## config.mk

```make
export PLATFORM = sky130hd
export DESIGN_NAME = traffic_phase_monitor
export DESIGN_NICKNAME = d
export VERILOG_FILES = /design/src/rtl/traffic_phase_monitor.sv
export SDC_FILE = /design/constraint.sdc
export NUM_CORES = 1
export LEC_CHECK = 0
export ABC_AREA = 0
export CAP_MARGIN = 5
export CORE_ASPECT_RATIO = 1.4
export CORE_MARGIN = 4
export CORE_UTILIZATION = 39
export CTS_CLUSTER_SIZE = 14
export DETAILED_ROUTE_END_ITERATION = 6
export PLACE_DENSITY = 0.65
export SYNTH_ARGS = -nofsm -noshare
export SYNTH_HDL_FRONTEND = slang
export SYNTH_SLANG_ARGS = --single-unit
```

## constraint.sdc

```tcl
create_clock -name clk -period 2.56 [get_ports clk]
set_input_delay 0.512 -clock clk [delete_from_list [all_inputs] [get_ports clk]]
set_output_delay 0.512 -clock clk [all_outputs]
set_load 0.01 [all_outputs]
```

## src/rtl/traffic_phase_monitor.sv

```systemverilog
// Receive-side monitor for the intersection phase controller: decodes phase/count into lamp drives,
// checks phase order and dwell lengths, and forces a safe lamp pattern on violation (flash option: TPM_FLASH_EN).
module traffic_phase_monitor #(
    parameter int unsigned GREEN_LAST  = 15,
`ifdef TPM_FLASH_EN
    parameter int unsigned FLASH_HALF  = 8,
`endif
    parameter int unsigned YELLOW_LAST = 4
) (
    input  logic       clk,
    input  logic       rst,
    input  logic [2:0] phase,
    input  logic [3:0] count,
    input  logic       fault_clr,
    output logic [2:0] lamp_n,
    output logic [2:0] lamp_e,
    output logic [2:0] lamp_s,
    output logic [2:0] lamp_w,
    output logic       err_seq,
    output logic       err_count,
    output logic       fault,
    output logic       phase_done,
    output logic [7:0] rot_cnt
);

    typedef enum logic [1:0] {
        ST_INIT,
        ST_TRACK,
        ST_FAULT
    } state_e;

    // Index 0..3 = north, east, south, west; matches phase[2:1].
    typedef logic [3:0][2:0] lamp_set_t;

    localparam logic [2:0] LAMP_R   = 3'b100;
    localparam logic [2:0] LAMP_Y   = 3'b010;
    localparam logic [2:0] LAMP_G   = 3'b001;
    localparam logic [3:0] GREEN_LAST_C  = 4'(GREEN_LAST);
    localparam logic [3:0] YELLOW_LAST_C = 4'(YELLOW_LAST);

    state_e     state_q;
    logic [2:0] prev_phase_q;
    logic [3:0] prev_count_q;
    lamp_set_t  lamps_q;
    logic       err_seq_q;
    logic       err_count_q;
    logic       fault_q;
    logic       phase_done_q;
    logic [7:0] rot_cnt_q;

    logic [3:0] last_d;
    logic       change_due_d;
    logic       overrun_d;
    logic [2:0] exp_phase_d;
    logic [3:0] exp_count_d;
    logic       seq_bad_d;
    logic       cnt_bad_d;
    logic       sample_ok_d;
    logic [2:0] fault_lamp_d;

    function automatic lamp_set_t decode_lamps(input logic [2:0] ph);
        lamp_set_t l;
        l = {4{LAMP_R}};
        l[ph[2:1]] = ph[0] ? LAMP_Y : LAMP_G;
        return l;
    endfunction

    // Expected next sample derived from the previously captured one.
    always_comb begin
        // NOTE: every always_comb output gets a value on every path first, so no latch is inferred.
        last_d       = prev_phase_q[0] ? YELLOW_LAST_C : GREEN_LAST_C;
        change_due_d = (prev_count_q == last_d);
        overrun_d    = (prev_count_q > last_d);
        exp_phase_d  = prev_phase_q;
        exp_count_d  = prev_count_q + 4'd1;
        if (change_due_d) begin
            exp_phase_d = prev_phase_q + 3'd1;
            exp_count_d = 4'd0;
        end
        seq_bad_d   = (phase != exp_phase_d);
        cnt_bad_d   = (count != exp_count_d) || overrun_d;
        sample_ok_d = !seq_bad_d && !cnt_bad_d;
    end

`ifdef TPM_FLASH_EN
    localparam int unsigned FLASH_W = (2 * FLASH_HALF > 1) ? $clog2(2 * FLASH_HALF) : 1;
    localparam logic [FLASH_W-1:0] FLASH_LAST = FLASH_W'(2 * FLASH_HALF - 1);
    localparam logic [FLASH_W-1:0] FLASH_ON   = FLASH_W'(FLASH_HALF);

    logic [FLASH_W-1:0] flash_q;
    logic [FLASH_W-1:0] flash_d;

    // flash_q indexes the flash cycle currently on the lamps; 0 is the FAULT entry cycle.
    always_comb begin
        flash_d      = (flash_q == FLASH_LAST) ? '0 : flash_q + 1'b1;
        fault_lamp_d = (flash_d < FLASH_ON) ? LAMP_R : 3'b000;
    end

    always_ff @(posedge clk or posedge rst) begin
        if (rst) begin
            flash_q <= '0;
        end else if (state_q == ST_TRACK && !sample_ok_d) begin
            flash_q <= '0;
        end else if (state_q == ST_FAULT && !fault_clr) begin
            flash_q <= flash_d;
        end
    end
`else
    always_comb begin
        fault_lamp_d = LAMP_R;
    end
`endif

    always_ff @(posedge clk or posedge rst) begin
        if (rst) begin
            state_q      <= ST_INIT;
            prev_phase_q <= 3'd0;
            prev_count_q <= 4'd0;
            lamps_q      <= {4{LAMP_R}};
            err_seq_q    <= 1'b0;
            err_count_q  <= 1'b0;
            fault_q      <= 1'b0;
            phase_done_q <= 1'b0;
            rot_cnt_q    <= 8'd0;
        end else begin
            // NOTE: non-blocking assignments only here, so every register sees pre-edge values.
            err_seq_q    <= 1'b0;
            err_count_q  <= 1'b0;
            phase_done_q <= 1'b0;
            unique case (state_q)
                ST_INIT: begin
                    prev_phase_q <= phase;
                    prev_count_q <= count;
                    lamps_q      <= decode_lamps(phase);
                    state_q      <= ST_TRACK;
                end
                ST_TRACK: begin
                    if (sample_ok_d) begin
                        prev_phase_q <= phase;
                        prev_count_q <= count;
                        lamps_q      <= decode_lamps(phase);
                        phase_done_q <= (phase != prev_phase_q);
                        if (prev_phase_q == 3'd7 && phase == 3'd0) begin
                            rot_cnt_q <= rot_cnt_q + 8'd1;
                        end
                    end else begin
                        err_seq_q   <= seq_bad_d;
                        err_count_q <= cnt_bad_d;
                        fault_q     <= 1'b1;
                        lamps_q     <= {4{LAMP_R}};
                        state_q     <= ST_FAULT;
                    end
                end
                ST_FAULT: begin
                    if (fault_clr) begin
                        fault_q <= 1'b0;
                        lamps_q <= {4{LAMP_R}};
                        state_q <= ST_INIT;
                    end else begin
                        lamps_q <= {4{fault_lamp_d}};
                    end
                end
                default: begin
                    state_q <= ST_INIT;
                end
            endcase
        end
    end

    assign lamp_n     = lamps_q[0];
    assign lamp_e     = lamps_q[1];
    assign lamp_s     = lamps_q[2];
    assign lamp_w     = lamps_q[3];
    assign err_seq    = err_seq_q;
    assign err_count  = err_count_q;
    assign fault      = fault_q;
    assign phase_done = phase_done_q;
    assign rot_cnt    = rot_cnt_q;

endmodule
```

==> summary.txt <==
Drt
  – Pre-antenna DRT Iters: 4
  – Wire per inst: around 15 um
  – Vias: 1415
  – 1st-iter DRT viols: 45
  – DRT Wirelength: 4370 um
  – DR vias/cell: about 5
  – DRC violations left: 0
  – Antenna-violating nets left: 0

Place
  – Port Buffers: 33
  – Hpwl dp: 3270 um
  – Routability Congestion: ~0.9

Global route
  – Grt total ovfl: 0
  – Antenna violations before repair: 0
  – Maximum number of pins on one net before global-route repair: 34
  – First-pass GRT wire length: 7350 um
  – Vias in the first global route: 1578
  – GRT Overall Usage: approximately 17%

Clock network
  – H-tree levels: 2
  – TritonCTS Buffers: 5
  – Reg clk slew, reported paths: around 0.07 ns
  – Worst skew pair latency: slightly below 0.3 ns
  – TritonCTS Sinks: 33
  – CTS tree: yes
  – Root Buffer: clkbuf_8
  – # hold bufs at CTS: 0
  – CTS max path bufs: 2

Die
  – Top Ports: 34
  – Chip width: 65.1 um
  – Initial Utilization: between 40% and 50%
  – Die area: 5730 um2
  – Core ar.: approximately 4300 um2
  – Placement row count: 28
  – DIE HEIGHT: approximately 88 um

Finish
  – Commonest non-fill, non-tap cell in the layout: clkdlybuf4s50_1
  – Nets: roughly 240
  – Commonest non-fill, non-tap cells in the layout: clkdlybuf4s50_1, dfrtp_1, nand2_1
  – Filler cells: 374
  – Fraction of layout instances using a drive strength above 1: 26.3%
  – Area growth from synthesis to layout: 41.3%
  – ANT cells: 0

Worst setup path
  – CP Capture Type: flop
  – Worst Setup Path Type: flop to flop
  – Worst setup SP type: flop
  – Worst Reg-to-Reg Cells: 9
  – WP data required: around 2.7 ns
  – Worst EP arrival: approximately 2.6 ns
  – CP Max Fanout: 7

Synth
  – Yosys reg bits: 33
  – Biggest area consumer among synthesized cells: dfrtp_1
  – Top cells by area, synth: dfrtp_1, ha_1, dfstp_2
  – Post-synthesis sequential area ratio: roughly 47%
  – Post-Syn Nets: approximately 190
  – Predominant post-synthesis flop cell: dfrtp_1
  – Async set or reset register ratio after synthesis: 100%
  – Synth Instances: between 150 and 200
  – Post-synth top area share: around two fifths
  – Post-synth EDFFs: 0
  – Synthesized area: 1780 um2
  – Synth Area per Inst: 10.4 um2
  – Warnings, synthesis: 0
  – Distinct cells, synth: 38

Timing
  – Rel. slew slack: around 70%
  – RSZ-0062 raised after global routing: yes
  – Period utilization: about 95%
  – Tmin final: ~2.4 ns
  – Final Hold Slack: about 0.47 ns
  – Max-slew violation count: 0
  – Setup_tns: 0 ns
  – Final setup vio count: 0
  – Max Clk Rate: 409 MHz
  – Clock Skew: about 0.0084 ns
  – Count of final hold-check violations: 0
  – Worst slew pin tran: roughly 0.44 ns

Flow run
  – Max Cap Viol: 0

Power and ir drop
  – Power density over cell area: 1180 nW/um2
  – Peak supply drop: 0.665 mV
  – Lkg Pwr: 0.00109 uW

Min path
  – Worst Hold Class: flop to flop
  – Worst hold stages: 1

Status
  – Status: finished, final reports clean
[worst max-delay path, stage by stage (launching register included)]
cell and delay, ns:
dfrtp_2 0.47, buf_4 0.17, ha_2 0.19, ha_4 0.26, xnor2_1 0.10, nand2_1 0.12
o31ai_4 0.37, nand3_4 0.13, o21ai_4 0.14, mux2_2 0.37
[final cells by class]
cell class	instances	area, um2	area share (%)
clock inverters	1	30.0	1.19
repair buffers	49	450	17.9
clock buffers	7	86.3	3.43
multi-input cells	125	1010	40.1
inverters	9	33.8	1.34
well taps	60	75.1	2.98
flip-flops and latches	33	832	33.1
[cells in the mapped netlist, drive strengths merged, types with 3 or more instances]
cell type / n
o21ai: 16
dfrtp: 29
mux2: 8
nor2: 8
nand4: 4
and4: 3
nand3: 5
xnor2: 13
dfstp: 4
inv: 9
nand2: 23
a21oi: 7
nor2b: 4
clkbuf: 3
ha: 11
[metrics by stage]
stage          cell area [um2]  total power [uW]  worst slack, ns  std cells  utilization (%)
6_report                  2520              2970            0.116        284             58.4
5_1_grt                   2520              3210         -0.00332        284             58.4
4_1_cts                   2410              2810           0.0368        283             56.0
3_5_place_dp              2290              2260          -0.0558        275             53.1
3_3_place_gp              2290              2170           0.0211        275             53.1
2_1_floorplan             1790              1740           0.0277        171                -
[per-layer routing]
metal | track usage [%] | vias to the layer above | routed length (um)
li1 | - | 704 | -
met1 | 17.5 | 675 | 1680
met2 | 31.5 | 27 | 2430
met3 | 4.11 | 9 | 157
met4 | 7.74 | 0 | 106
met5 | 0 | - | 0
[flip-flops by register name, indices dropped and copies added, names as in the netlist]
signal and cells:
state_q 2, lamp_s 3, prev_count_q 4, err_seq 1, lamp_w 3, prev_phase_q 3
lamp_e 3, lamp_n 3, err_count 1, phase_done 1, fault 1, rot_cnt 8
[kinds of logic after synthesis]
group	after synthesis	share of synthesized area, %
XOR/XNOR	15	7.80
AND/OR/NAND/NOR	60	18.3
adder cells (fa/ha/maj)	11	7.72
multiplexers	9	5.62
AO/OA/AOI/OAI	30	11.2
flip-flops	33	46.6
buffers and inverters	13	2.81
[worst paths after layout]
path	startpoint	end	slack [ns]
setup / recovery	prev_phase_q[0]	prev_phase_q[2]	0.12
hold / removal	rot_cnt[7]	rot_cnt[7]	0.47
setup reg to reg	prev_phase_q[0]	prev_phase_q[2]	0.12
hold reg to reg	rot_cnt[7]	rot_cnt[7]	0.47
max in group asynchronous	rst	lamp_w[2]	1.62
min in group asynchronous	rst	lamp_n[0]	0.61
[report_power, final]
group / internal, uW / leakage [uW] / total (uW) / switching (uW)
sequential: 698 / 0.000419 / 832 / 134
combinational: 814 / 0.000615 / 1630 / 816
clock: 317 / 0.0000585 / 511 / 193
total: 1830 / 0.00109 / 2970 / 1140
[what timing repair did]
action | CTS | global route
setup buffers | 0 | 1
setup endpoints to repair | 10 | 19
pin swaps | 4 | 11
gates resized for setup | 1 | 14
No activity file was read; power rests on OpenSTA's default activity.
